**src/rtl/bin_load_sequencer_if.sv**
```systemverilog
// Core-side bundle between the bin load sequencer and one sat_engine.
// master = sequencer (drives load/start/read strobes), slave = core.
interface bin_load_sequencer_if #(
  parameter int NUM_CLAUSES      = 8,
  parameter int NUM_VARS         = 8,
  parameter int NUM_LVLS         = 8,
  parameter int WIDTH_LVL        = 16,
  parameter int WIDTH_VAR_STATES = 19,
  parameter int WIDTH_LVL_STATES = 16
);
  logic                                 core_start_o;
  logic [WIDTH_LVL-1:0]                 core_cur_bin_num_o;
  logic [WIDTH_LVL-1:0]                 core_load_lvl_o;
  logic                                 core_base_lvl_en_o;
  logic [WIDTH_LVL-1:0]                 core_base_lvl_o;
  logic [NUM_CLAUSES-1:0]               core_wr_carray_o;
  logic [2*NUM_VARS-1:0]                core_clause_o;
  logic [NUM_VARS-1:0]                  core_wr_var_states_o;
  logic [WIDTH_VAR_STATES*NUM_VARS-1:0] core_var_states_o;
  logic [NUM_LVLS-1:0]                  core_wr_lvl_states_o;
  logic [WIDTH_LVL_STATES*NUM_LVLS-1:0] core_lvl_states_o;
  logic [NUM_CLAUSES-1:0]               core_rd_carray_o;

  logic                                 core_done_i;
  logic                                 core_sat_i;
  logic                                 core_unsat_i;
  logic [WIDTH_LVL-1:0]                 core_cur_lvl_i;
  logic [WIDTH_LVL-1:0]                 core_bkt_lvl_i;
  logic [2*NUM_VARS-1:0]                core_clause_i;
  logic [WIDTH_VAR_STATES*NUM_VARS-1:0] core_var_states_i;
  logic [WIDTH_LVL_STATES*NUM_LVLS-1:0] core_lvl_states_i;

  modport master (
    output core_start_o, core_cur_bin_num_o, core_load_lvl_o,
    output core_base_lvl_en_o, core_base_lvl_o,
    output core_wr_carray_o, core_clause_o,
    output core_wr_var_states_o, core_var_states_o,
    output core_wr_lvl_states_o, core_lvl_states_o,
    output core_rd_carray_o,
    input  core_done_i, core_sat_i, core_unsat_i,
    input  core_cur_lvl_i, core_bkt_lvl_i, core_clause_i,
    input  core_var_states_i, core_lvl_states_i
  );

  modport slave (
    input  core_start_o, core_cur_bin_num_o, core_load_lvl_o,
    input  core_base_lvl_en_o, core_base_lvl_o,
    input  core_wr_carray_o, core_clause_o,
    input  core_wr_var_states_o, core_var_states_o,
    input  core_wr_lvl_states_o, core_lvl_states_o,
    input  core_rd_carray_o,
    output core_done_i, core_sat_i, core_unsat_i,
    output core_cur_lvl_i, core_bkt_lvl_i, core_clause_i,
    output core_var_states_i, core_lvl_states_i
  );
endinterface

```
**src/rtl/bin_load_sequencer.sv**
```systemverilog
// Drives one sat_engine through a full bin pass: load clauses and
// states, start, wait for done, read clauses back, capture states.
module bin_load_sequencer #(
  parameter int NUM_CLAUSES      = 8,
  parameter int NUM_VARS         = 8,
  parameter int NUM_LVLS         = 8,
  parameter int WIDTH_LVL        = 16,
  parameter int WIDTH_VAR_STATES = 19,
  parameter int WIDTH_LVL_STATES = 16,
  parameter int WIDTH_CYC        = 16
) (
  input  logic                                 clk,
  input  logic                                 rst,
  input  logic                                 start_i,
  input  logic [WIDTH_LVL-1:0]                 cur_bin_num_i,
  input  logic [WIDTH_LVL-1:0]                 load_lvl_i,
  input  logic [WIDTH_LVL-1:0]                 base_lvl_i,
  output logic                                 busy_o,
  output logic                                 done_o,
  output logic                                 sat_o,
  output logic                                 unsat_o,
  output logic [WIDTH_LVL-1:0]                 cur_lvl_o,
  output logic [WIDTH_LVL-1:0]                 bkt_lvl_o,
  output logic [WIDTH_CYC-1:0]                 run_cycles_o,
  output logic                                 cl_req_o,
  output logic [$clog2(NUM_CLAUSES)-1:0]       cl_idx_o,
  input  logic                                 cl_valid_i,
  input  logic [2*NUM_VARS-1:0]                cl_data_i,
  input  logic [WIDTH_VAR_STATES*NUM_VARS-1:0] vs_i,
  input  logic [WIDTH_LVL_STATES*NUM_LVLS-1:0] ls_i,
  output logic                                 wb_valid_o,
  input  logic                                 wb_ready_i,
  output logic [$clog2(NUM_CLAUSES)-1:0]       wb_idx_o,
  output logic [2*NUM_VARS-1:0]                wb_data_o,
  output logic [WIDTH_VAR_STATES*NUM_VARS-1:0] vs_o,
  output logic [WIDTH_LVL_STATES*NUM_LVLS-1:0] ls_o,
  bin_load_sequencer_if.master                 core
);
  localparam int IW = $clog2(NUM_CLAUSES);
  localparam logic [IW-1:0] LAST = IW'(NUM_CLAUSES - 1);
  localparam logic [NUM_CLAUSES-1:0] ONE = NUM_CLAUSES'(1);

  // RDW covers the core's one-cycle clause read latency
  typedef enum logic [3:0] {
    S_IDLE, S_FETCH, S_WRC, S_LDVS, S_LDLS, S_START,
    S_RUN, S_RDC, S_RDW, S_WB, S_CAPS, S_DONE
  } state_t;

  state_t        r_state;
  logic [IW-1:0] r_idx;
  logic [IW-1:0] w_idx_nxt;

  assign w_idx_nxt = r_idx + IW'(1);

  always_ff @(posedge clk) begin
    if (!rst) begin
      r_state                   <= S_IDLE;
      r_idx                     <= '0;
      busy_o                    <= 1'b0;
      done_o                    <= 1'b0;
      sat_o                     <= 1'b0;
      unsat_o                   <= 1'b0;
      cur_lvl_o                 <= '0;
      bkt_lvl_o                 <= '0;
      run_cycles_o              <= '0;
      cl_req_o                  <= 1'b0;
      cl_idx_o                  <= '0;
      wb_valid_o                <= 1'b0;
      wb_idx_o                  <= '0;
      wb_data_o                 <= '0;
      vs_o                      <= '0;
      ls_o                      <= '0;
      core.core_start_o         <= 1'b0;
      core.core_cur_bin_num_o   <= '0;
      core.core_load_lvl_o      <= '0;
      core.core_base_lvl_en_o   <= 1'b0;
      core.core_base_lvl_o      <= '0;
      core.core_wr_carray_o     <= '0;
      core.core_clause_o        <= '0;
      core.core_wr_var_states_o <= '0;
      core.core_var_states_o    <= '0;
      core.core_wr_lvl_states_o <= '0;
      core.core_lvl_states_o    <= '0;
      core.core_rd_carray_o     <= '0;
    end else begin
      done_o                    <= 1'b0;
      core.core_start_o         <= 1'b0;
      core.core_base_lvl_en_o   <= 1'b0;
      core.core_wr_carray_o     <= '0;
      core.core_wr_var_states_o <= '0;
      core.core_wr_lvl_states_o <= '0;
      core.core_rd_carray_o     <= '0;
      unique case (r_state)
        S_IDLE: begin
          if (start_i) begin
            core.core_cur_bin_num_o <= cur_bin_num_i;
            core.core_load_lvl_o    <= load_lvl_i;
            core.core_base_lvl_o    <= base_lvl_i;
            r_idx        <= '0;
            cl_idx_o     <= '0;
            cl_req_o     <= 1'b1;
            run_cycles_o <= '0;
            busy_o       <= 1'b1;
            r_state      <= S_FETCH;
          end
        end
        S_FETCH: begin
          if (cl_valid_i) begin
            cl_req_o              <= 1'b0;
            core.core_clause_o    <= cl_data_i;
            core.core_wr_carray_o <= ONE << r_idx;
            r_state               <= S_WRC;
          end
        end
        S_WRC: begin
          if (r_idx == LAST) begin
            r_idx                     <= '0;
            core.core_wr_var_states_o <= '1;
            core.core_var_states_o    <= vs_i;
            r_state                   <= S_LDVS;
          end else begin
            r_idx    <= w_idx_nxt;
            cl_idx_o <= w_idx_nxt;
            cl_req_o <= 1'b1;
            r_state  <= S_FETCH;
          end
        end
        S_LDVS: begin
          core.core_wr_lvl_states_o <= '1;
          core.core_lvl_states_o    <= ls_i;
          r_state                   <= S_LDLS;
        end
        S_LDLS: begin
          core.core_start_o       <= 1'b1;
          core.core_base_lvl_en_o <= 1'b1;
          r_state                 <= S_START;
        end
        S_START: r_state <= S_RUN;
        S_RUN: begin
          if (run_cycles_o != '1)
            run_cycles_o <= run_cycles_o + WIDTH_CYC'(1);
          if (core.core_done_i) begin
            sat_o                 <= core.core_sat_i;
            unsat_o               <= core.core_unsat_i;
            cur_lvl_o             <= core.core_cur_lvl_i;
            bkt_lvl_o             <= core.core_bkt_lvl_i;
            r_idx                 <= '0;
            core.core_rd_carray_o <= ONE;
            r_state               <= S_RDC;
          end
        end
        S_RDC: r_state <= S_RDW;
        S_RDW: begin
          wb_data_o  <= core.core_clause_i;
          wb_idx_o   <= r_idx;
          wb_valid_o <= 1'b1;
          r_state    <= S_WB;
        end
        S_WB: begin
          if (wb_ready_i) begin
            wb_valid_o <= 1'b0;
            if (r_idx == LAST) begin
              r_state <= S_CAPS;
            end else begin
              r_idx                 <= w_idx_nxt;
              core.core_rd_carray_o <= ONE << w_idx_nxt;
              r_state               <= S_RDC;
            end
          end
        end
        S_CAPS: begin
          vs_o    <= core.core_var_states_i;
          ls_o    <= core.core_lvl_states_i;
          done_o  <= 1'b1;
          r_state <= S_DONE;
        end
        S_DONE: begin
          busy_o  <= 1'b0;
          r_state <= S_IDLE;
        end
        default: r_state <= S_IDLE;
      endcase
    end
  end
endmodule

```
**src/flat_wrapper.sv**
```systemverilog
// flat-port wrapper written by rule: the top's interface ports become plain ports
module bin_load_sequencer_flat 
#(
  parameter int NUM_CLAUSES      = 8,
  parameter int NUM_VARS         = 8,
  parameter int NUM_LVLS         = 8,
  parameter int WIDTH_LVL        = 16,
  parameter int WIDTH_VAR_STATES = 19,
  parameter int WIDTH_LVL_STATES = 16,
  parameter int WIDTH_CYC        = 16
)
  (clk, rst, start_i, cur_bin_num_i, load_lvl_i, base_lvl_i, busy_o, done_o, sat_o, unsat_o, cur_lvl_o, bkt_lvl_o, run_cycles_o, cl_req_o, cl_idx_o, cl_valid_i, cl_data_i, vs_i, ls_i, wb_valid_o, wb_ready_i, wb_idx_o, wb_data_o, vs_o, ls_o, core_core_start_o, core_core_cur_bin_num_o, core_core_load_lvl_o, core_core_base_lvl_en_o, core_core_base_lvl_o, core_core_wr_carray_o, core_core_clause_o, core_core_wr_var_states_o, core_core_var_states_o, core_core_wr_lvl_states_o, core_core_lvl_states_o, core_core_rd_carray_o, core_core_done_i, core_core_sat_i, core_core_unsat_i, core_core_cur_lvl_i, core_core_bkt_lvl_i, core_core_clause_i, core_core_var_states_i, core_core_lvl_states_i);
  bin_load_sequencer_if #(.NUM_CLAUSES(NUM_CLAUSES), .NUM_VARS(NUM_VARS), .NUM_LVLS(NUM_LVLS), .WIDTH_LVL(WIDTH_LVL), .WIDTH_VAR_STATES(WIDTH_VAR_STATES), .WIDTH_LVL_STATES(WIDTH_LVL_STATES)) core_i ();
  input  logic clk;
  input  logic rst;
  input  logic start_i;
  input  logic [WIDTH_LVL-1:0] cur_bin_num_i;
  input  logic [WIDTH_LVL-1:0] load_lvl_i;
  input  logic [WIDTH_LVL-1:0] base_lvl_i;
  output logic busy_o;
  output logic done_o;
  output logic sat_o;
  output logic unsat_o;
  output logic [WIDTH_LVL-1:0] cur_lvl_o;
  output logic [WIDTH_LVL-1:0] bkt_lvl_o;
  output logic [WIDTH_CYC-1:0] run_cycles_o;
  output logic cl_req_o;
  output logic [$clog2(NUM_CLAUSES)-1:0] cl_idx_o;
  input  logic cl_valid_i;
  input  logic [2*NUM_VARS-1:0] cl_data_i;
  input  logic [WIDTH_VAR_STATES*NUM_VARS-1:0] vs_i;
  input  logic [WIDTH_LVL_STATES*NUM_LVLS-1:0] ls_i;
  output logic wb_valid_o;
  input  logic wb_ready_i;
  output logic [$clog2(NUM_CLAUSES)-1:0] wb_idx_o;
  output logic [2*NUM_VARS-1:0] wb_data_o;
  output logic [WIDTH_VAR_STATES*NUM_VARS-1:0] vs_o;
  output logic [WIDTH_LVL_STATES*NUM_LVLS-1:0] ls_o;
  output wire logic [$bits(core_i.core_start_o)-1:0] core_core_start_o;
  output wire logic [$bits(core_i.core_cur_bin_num_o)-1:0] core_core_cur_bin_num_o;
  output wire logic [$bits(core_i.core_load_lvl_o)-1:0] core_core_load_lvl_o;
  output wire logic [$bits(core_i.core_base_lvl_en_o)-1:0] core_core_base_lvl_en_o;
  output wire logic [$bits(core_i.core_base_lvl_o)-1:0] core_core_base_lvl_o;
  output wire logic [$bits(core_i.core_wr_carray_o)-1:0] core_core_wr_carray_o;
  output wire logic [$bits(core_i.core_clause_o)-1:0] core_core_clause_o;
  output wire logic [$bits(core_i.core_wr_var_states_o)-1:0] core_core_wr_var_states_o;
  output wire logic [$bits(core_i.core_var_states_o)-1:0] core_core_var_states_o;
  output wire logic [$bits(core_i.core_wr_lvl_states_o)-1:0] core_core_wr_lvl_states_o;
  output wire logic [$bits(core_i.core_lvl_states_o)-1:0] core_core_lvl_states_o;
  output wire logic [$bits(core_i.core_rd_carray_o)-1:0] core_core_rd_carray_o;
  input wire logic [$bits(core_i.core_done_i)-1:0] core_core_done_i;
  input wire logic [$bits(core_i.core_sat_i)-1:0] core_core_sat_i;
  input wire logic [$bits(core_i.core_unsat_i)-1:0] core_core_unsat_i;
  input wire logic [$bits(core_i.core_cur_lvl_i)-1:0] core_core_cur_lvl_i;
  input wire logic [$bits(core_i.core_bkt_lvl_i)-1:0] core_core_bkt_lvl_i;
  input wire logic [$bits(core_i.core_clause_i)-1:0] core_core_clause_i;
  input wire logic [$bits(core_i.core_var_states_i)-1:0] core_core_var_states_i;
  input wire logic [$bits(core_i.core_lvl_states_i)-1:0] core_core_lvl_states_i;
  assign core_core_start_o = core_i.core_start_o;
  assign core_core_cur_bin_num_o = core_i.core_cur_bin_num_o;
  assign core_core_load_lvl_o = core_i.core_load_lvl_o;
  assign core_core_base_lvl_en_o = core_i.core_base_lvl_en_o;
  assign core_core_base_lvl_o = core_i.core_base_lvl_o;
  assign core_core_wr_carray_o = core_i.core_wr_carray_o;
  assign core_core_clause_o = core_i.core_clause_o;
  assign core_core_wr_var_states_o = core_i.core_wr_var_states_o;
  assign core_core_var_states_o = core_i.core_var_states_o;
  assign core_core_wr_lvl_states_o = core_i.core_wr_lvl_states_o;
  assign core_core_lvl_states_o = core_i.core_lvl_states_o;
  assign core_core_rd_carray_o = core_i.core_rd_carray_o;
  assign core_i.core_done_i = core_core_done_i;
  assign core_i.core_sat_i = core_core_sat_i;
  assign core_i.core_unsat_i = core_core_unsat_i;
  assign core_i.core_cur_lvl_i = core_core_cur_lvl_i;
  assign core_i.core_bkt_lvl_i = core_core_bkt_lvl_i;
  assign core_i.core_clause_i = core_core_clause_i;
  assign core_i.core_var_states_i = core_core_var_states_i;
  assign core_i.core_lvl_states_i = core_core_lvl_states_i;
  bin_load_sequencer #(.NUM_CLAUSES(NUM_CLAUSES), .NUM_VARS(NUM_VARS), .NUM_LVLS(NUM_LVLS), .WIDTH_LVL(WIDTH_LVL), .WIDTH_VAR_STATES(WIDTH_VAR_STATES), .WIDTH_LVL_STATES(WIDTH_LVL_STATES), .WIDTH_CYC(WIDTH_CYC)) u_core (.clk(clk), .rst(rst), .start_i(start_i), .cur_bin_num_i(cur_bin_num_i), .load_lvl_i(load_lvl_i), .base_lvl_i(base_lvl_i), .busy_o(busy_o), .done_o(done_o), .sat_o(sat_o), .unsat_o(unsat_o), .cur_lvl_o(cur_lvl_o), .bkt_lvl_o(bkt_lvl_o), .run_cycles_o(run_cycles_o), .cl_req_o(cl_req_o), .cl_idx_o(cl_idx_o), .cl_valid_i(cl_valid_i), .cl_data_i(cl_data_i), .vs_i(vs_i), .ls_i(ls_i), .wb_valid_o(wb_valid_o), .wb_ready_i(wb_ready_i), .wb_idx_o(wb_idx_o), .wb_data_o(wb_data_o), .vs_o(vs_o), .ls_o(ls_o), .core(core_i));
endmodule
```
**config.mk**
```make
export PLATFORM = sky130hd
export DESIGN_NAME = bin_load_sequencer_flat
export DESIGN_NICKNAME = d
export VERILOG_FILES = /design/src/rtl/bin_load_sequencer_if.sv /design/src/rtl/bin_load_sequencer.sv /design/src/flat_wrapper.sv
export SDC_FILE = /design/constraint.sdc
export NUM_CORES = 1
export LEC_CHECK = 0
export ABC_CLOCK_PERIOD_IN_PS = 2900
export CAP_MARGIN = 5
export CORE_AREA = 2 2 555 557
export CTS_CLUSTER_DIAMETER = 200
export DETAILED_ROUTE_END_ITERATION = 16
export DIE_AREA = 0 0 557 559
export REMOVE_ABC_BUFFERS = 1
export SETUP_SLACK_MARGIN = 0.1
export SLEW_MARGIN = 5
export SYNTH_ARGS = -nofsm -noshare
export SYNTH_HDL_FRONTEND = slang
export SYNTH_SLANG_ARGS = --single-unit
```
**constraint.sdc**
```tcl
create_clock -name clk -period 2.9 [get_ports clk]
set_input_delay 0.29 -clock clk [delete_from_list [all_inputs] [get_ports clk]]
set_output_delay 0.29 -clock clk [all_outputs]
set_load 0.005 [all_outputs]
```
==> results.py, run 1 <==
metrics = {
    "min_path": {
        "hold_class": "in2reg",
    },
    "cts": {
        "clock_sinks": 726,
        "cts_tree": "built",
        "clock_path_buffers": 4,
        "post_cts_buffers": 0,
        "clkTransAtPathRegs_ps": 60,
        "cts_resized": 0,
        "cts_root_buf": "clkbuf_16",
        "clk_latency_ps": 840,
        "numCtsBuffers": 102,
        "cts_max_level": 3,
    },
    "final_layout": {
        "utilization_pct": 17.7,
        "final_cell_mix": "1,412 x clkdlybuf4s50_1, 1,371 x nand2_1, 726 x dfxtp_1, 688 x a21oi_1, 547 x dlygate4sd3_1",
        "multi_input_area_mm2": 0.00995,
        "final_common_cell": "clkdlybuf4s50_1",
        "layout.nets": 5820,
        "fill_cells": 34100,
        "regArea_mm2": 0.0145,
        "syn_to_final_growth_pct": 112,
        "drive_gt1_share_pct": 5.25,
        "fin_cells": 9392,
    },
    "timing": {
        "rsz0062_at_grt": "no",
        "slew_headroom_pct": 42.6,
        "hold_violations": 0,
        "fmax_mhz": 408,
        "finalSetupViolations": 0,
        "post-route-period-util_pct": 84.4,
        "tightestPinTransition_ps": 861,
        "clock-skew-final_ps": 72.5,
        "setup_slack_ps": 451,
        "tns_ps": 0,
        "fin_crit_ps": 2450,
        "slew_viol_final": 0,
    },
    "floorplan": {
        "rows": 203,
        "core_area_mm2": 0.305,
        "boundaryPins": 1414,
        "die-height_um": 559,
        "die_x_um": 557,
        "die_area_mm2": 0.311,
        "start_util_pct": 8.37,
    },
    "job": {
        "drv_cap": 0,
    },
    "logic_synthesis": {
        "muxShareOfSynthArea_pct": 0.157,
        "async_flop_share_pct": 0,
        "synth_warnings": 0,
        "synthCells": 3232,
        "synth_cell_type_count": 61,
        "synth_adder_area_share_pct": 0.490,
        "synth_seq_area_share_pct": 56.9,
        "synth_seq_cells": 726,
        "synth_compound_area_share_pct": 15.2,
        "synth_top_family_by_area": "simple AND/OR/NAND/NOR gates",
        "synth-simple-area-share_pct": 22.8,
        "synth_ff_type": "dfxtp_1",
        "synth_area_mm2": 0.0255,
        "synth_edf_count": 0,
        "synthXorXnorAreaFrac_pct": 0,
        "synth_area_per_cell_um2": 7.90,
    },
    "route": {
        "drtIter0Drc": 1914,
        "vias_per_cell": 3.28,
        "wl_per_cell_um": 25.6,
        "drtPass1Iterations": 7,
        "num_vias": 30800,
        "drtAntennaViolNets": 0,
        "drc": 0,
        "wirelength_um": 240000,
    },
    "global_route": {
        "grt_use_total_pct": 14.8,
        "grt_max_degree": 116,
        "antenna_found_initial": 228,
        "grt_first_pass_wirelength_um": 302000,
        "grt_pass1_vias": 30200,
        "overflow": 0,
    },
    "critical_path": {
        "critical_path_buf_inv_count": 1,
        "crit_family": "buffers and inverters",
        "cp_max_fo": 2,
        "critPathRequiredTime_ps": 2610,
        "critical_path_arrival_ps": 2160,
        "path_class": "reg2out",
        "critPathLaunchType": "flip-flop",
        "slowest_delay_ps": 990,
        "crit_chain": "clkdlybuf4s50_1",
        "cp_slowest_cell": "clkdlybuf4s50_1",
        "end_kind": "output port",
    },
    "power_and_ir_drop": {
        "vdd.ir_drop.worst_mv": 0.420,
        "internal_power_w": 0.0195,
        "powerDensity_mw_per_mm2": 481,
        "swShare_pct": 25.0,
        "power_switching_w": 0.00650,
        "clock_power_share_pct": 50.6,
        "combPwrFrac_pct": 10.4,
        "power.static_leakage_nw": 17.5,
        "seqPwrFrac_pct": 39.0,
    },
    "placed_design": {
        "dpl.hpwl_um": 203000,
        "dpl.cell_count": 8579,
        "globalplace.congestion": 0.931,
        "dp_slack_ps": 511,
        "port_buffers": 1413,
    },
    "status": {
        "status": "completed",
    },
}
[kinds of logic (layout without fill, tap and decap cells)]
| family | Yosys count | after routing |
|---|---|---|
| fa+ha+maj | 10 | 10 |
| mux | 4 | 4 |
| flops | 726 | 726 |
| compound gates | 750 | 750 |
| other cells | 0 | 90 |
| simple gates | 1480 | 1480 |
| buf+inv | 262 | 2232 |
[state kept, by name (all words and copies together) (netlist names), 4 cells and up]
register and flops:
u_core.bkt_lvl_o 16, u_core.core.core_base_lvl_o 16, u_core.core.core_clause_o 16, u_core.core.core_cur_bin_num_o 16, u_core.core.core_load_lvl_o 16, u_core.core.core_lvl_states_o 128
u_core.core.core_rd_carray_o 8, u_core.core.core_var_states_o 152, u_core.core.core_wr_carray_o 8, u_core.cur_lvl_o 16, u_core.ls_o 128, u_core.r_state 4
u_core.run_cycles_o 16, u_core.vs_o 152, u_core.wb_data_o 16
[cells in the mapped netlist (all sizes together), types with 8 or more instances]
master / n / area, um^2
a21oi: 688 / 3440
a31oi: 12 / 75.1
and2: 13 / 81.3
and3: 8 / 50.1
buf: 82 / 447
clkbuf: 174 / 653
dfxtp: 726 / 14500
ha: 10 / 125
nand2: 1374 / 5160
nand3: 9 / 50.1
nor2: 20 / 77.6
nor3: 9 / 50.1
o21ai: 17 / 88.8
[area by class of cell]
type | count | area share, %
inverter | 6 | 0.0556
timing repair buffer | 2050 | 38.4
multi-input combinational | 2244 | 18.4
clock inverter | 41 | 1.03
antenna | 90 | 0.417
sequential | 726 | 26.9
clock buffer | 135 | 5.31
tap | 4100 | 9.49
[layer usage]
metal	track usage (%)	vias to the layer above	part of all wire [%]
li1	-	14400	-
met1	15.4	14300	36
met2	22.9	1533	43
met3	10.3	433	16
met4	5.94	90	4.1
met5	0	-	0.24
[through the flow]
stage,hold WS [ps],total power [W],cell area (um^2)
final,84.1,0.0260,54100
after detailed placement,445,0.0123,44900
after CTS,0.338,0.0265,53800
after global placement,440,0.0123,44900
after floorplan,407,0.0107,24400
after global routing,47.6,0.0269,54000
[tightest hold or removal path, cell delays in order]
cell and delay, ps:
clkdlybuf4s50_1 400, nand2_1 80, a21oi_1 60
[power by group through the flow]
stage / clock, W / combinational [W] / sequential, W
2_1_floorplan: 0 / 0.000363 / 0.0104
3_3_place_gp: 0 / 0.00191 / 0.0104
3_5_place_dp: 0 / 0.00190 / 0.0104
4_1_cts: 0.0137 / 0.00274 / 0.0101
5_1_grt: 0.0139 / 0.00285 / 0.0101
6_report: 0.0131 / 0.00269 / 0.0101
[worst paths after layout]
| check | endpoint | slack (ps) | cells after the start | startpoint |
|---|---|---|---|---|
| max | ls_o[87] | 450 | 1 | u_core.ls_o[87] |
| min | u_core.core.core_var_states_o[82] | 80 | 3 | vs_i[82] |
| min reg2reg | u_core.cur_lvl_o[12] | 450 | 2 | u_core.cur_lvl_o[12] |
| max reg2reg | u_core.core.core_cur_bin_num_o[12] | 500 | 5 | u_core.r_state[1] |
[repair_timing]
item / in CTS / in global routing
hold buffers: 547 / 0
endpoints found under the setup margin: 0 / 0
hold endpoints to repair: 547 / 0
Power figures use the tool's default switching activity.
==> inputs of run 2 (changes only) <==
ABC_CLOCK_PERIOD_IN_PS = 2200   (was 2900)
CORE_AREA = 2 2 553 555   (was 2 2 555 557)
DIE_AREA = 0 0 555 557   (was 0 0 557 559)
clock period = 2.2 ns   (was 2.9 ns; I/O delays follow)
==> results.py, run 2 (same netlist as run 1, synthesis figures left out) <==
metrics = {
    "floorplan": {
        "rows": 203,
        "die_x_um": 555,
        "die-height_um": 557,
        "start_util_pct": 8.40,
        "core_area_mm2": 0.304,
        "boundaryPins": 1414,
        "die_area_mm2": 0.309,
    },
    "power_and_ir_drop": {
        "p_total_w": 0.0341,
        "vdd.ir_drop.worst_mv": 0.564,
        "power.static_leakage_nw": 19.4,
        "powerDensity_mw_per_mm2": 624,
    },
    "final_layout": {
        "syn_to_final_growth_pct": 114,
        "finalInstanceArea_mm2": 0.0547,
        "layout.nets": 5939,
        "fill_cells": 33900,
        "final_common_cell": "nand2_1",
        "final_cell_mix": "1,371 x nand2_1, 1,114 x clkdlybuf4s50_1, 716 x dfxtp_1, 688 x a21oi_1, 647 x dlygate4sd3_1",
        "multi_input_area_mm2": 0.00995,
        "utilization_pct": 18.0,
        "regArea_mm2": 0.0145,
        "drive_gt1_share_pct": 5.93,
        "reg_top3": "u_core.core.core_var_states_o x152, u_core.vs_o x152",
    },
    "timing": {
        "fmax_mhz": 488,
        "fin_worst_hold_slack_ps": 72.1,
        "fin_crit_ps": 2050,
        "post-route-period-util_pct": 93.2,
        "finalSetupViolations": 0,
        "rsz0062_at_grt": "yes",
        "slew_viol_final": 0,
        "clock-skew-final_ps": 53.3,
        "setup_slack_ps": 149,
        "tightestPinTransition_ps": 673,
        "hold_violations": 0,
        "slew_headroom_pct": 55.3,
    },
    "route": {
        "num_vias": 31400,
        "wirelength_um": 239000,
        "vias_per_cell": 3.34,
        "drtAntennaViolNets": 0,
        "drtIter0Drc": 1880,
        "wl_per_cell_um": 25.5,
        "drc": 0,
        "drtPass1Iterations": 7,
    },
    "cts": {
        "clkTransAtPathRegs_ps": 60,
        "clock_path_buffers": 4,
        "clock_sinks": 726,
        "cts_tree": "built",
        "cts_root_buf": "clkbuf_16",
        "post_cts_buffers": 0,
        "cts_max_level": 3,
        "numCtsBuffers": 101,
        "clk_latency_ps": 820,
    },
    "global_route": {
        "overflow": 0,
        "antenna_found_initial": 211,
        "grt_use_total_pct": 14.8,
        "grtUsageMet1_pct": 16.5,
        "grt_use_met3_pct": 9.19,
        "grt_pass1_vias": 30500,
        "grt_max_degree": 88,
        "use_met2_pct": 22.6,
        "grt_first_pass_wirelength_um": 302000,
        "top_usage_layer": "met2",
    },
    "placed_design": {
        "placed_area_mm2": 0.0449,
        "port_buffers": 1413,
        "dp_slack_ps": 30.3,
        "globalplace.congestion": 0.876,
        "dpl.hpwl_um": 201000,
    },
    "critical_path": {
        "critPathRequiredTime_ps": 1980,
        "cp_max_fo": 2,
        "slowest_delay_ps": 690,
        "end_kind": "output port",
        "path_class": "reg2out",
        "crit_family": "buffers and inverters",
        "crit_chain": "clkdlybuf4s50_1",
        "critPathLaunchType": "flip-flop",
        "critical_path_arrival_ps": 1830,
        "critical_path_buf_inv_count": 1,
        "cp_slowest_cell": "clkdlybuf4s50_1",
    },
    "status": {
        "status": "completed",
    },
    "job": {
        "drv_cap": 0,
    },
    "min_path": {
        "hold_class": "in2reg",
    },
}
[run 2: cell types whose count changed in the layout (fill, tap and decap cells not counted), sizes merged, moves of 5 or more]
cell and change:
dlygate4sd2 +276, buf +31, dlymetal6s2s +6, diode -15, clkinvlp +7, clkdlybuf4s50 -298
dlygate4sd3 +100, clkdlybuf4s15 +5
[run 2: final timing paths]
check | startpoint | end | slack [ps] | cells past startpoint
max reg2reg | u_core.r_idx[1] | u_core.core.core_var_states_o[19] | 230 | 7
max | u_core.vs_o[60] | vs_o[60] | 150 | 1
min reg2reg | u_core.ls_o[60] | u_core.ls_o[60] | 450 | 2
min | core_core_lvl_states_i[92] | u_core.ls_o[92] | 70 | 3
[run 2: worst min-delay path: stages]
cell and delay [ps]:
clkdlybuf4s50_1 390, nand2_1 140, a21oi_1 90
[run 2: metal layers]
metal	vias to the layer above	wire [um]
met4	68	10000
met5	-	448
li1	14600	-
met1	14700	91500
met2	1628	103000
met3	439	35100
[run 2: area by class of cell]
cell class | instances | share of cell area (%)
Clock inverter | 45 | 0.959
Inverter | 6 | 0.0549
Tap cell | 3997 | 9.15
Multi-Input combinational cell | 2244 | 18.2
Antenna cell | 75 | 0.343
Sequential cell | 726 | 26.6
Clock buffer | 135 | 5.17
Timing Repair Buffer | 2170 | 39.5
[run 2: power by group]
part           internal, W  total (W)  switching (W)
Combinational      0.00225    0.00372        0.00148
Clock              0.00997     0.0170        0.00704
Sequential          0.0133     0.0134      0.0000814
Total               0.0255     0.0341        0.00860
[run 2: what timing repair did]
| item | in CTS | in global routing |
|---|---|---|
| setup endpoints to repair | 383 | 11 |
| gates resized for setup | 295 | 11 |
| hold buffers | 647 | 0 |
| hold endpoints to repair | 647 | 0 |
[run 2: through the flow]
stage | cells | TNS, ps
final | 9398 | 0
after global routing | 9375 | 0
after CTS | 9323 | 0
after detailed placement | 8496 | 0
after global placement | 8496 | 0
after floorplan | 2976 | -7117970
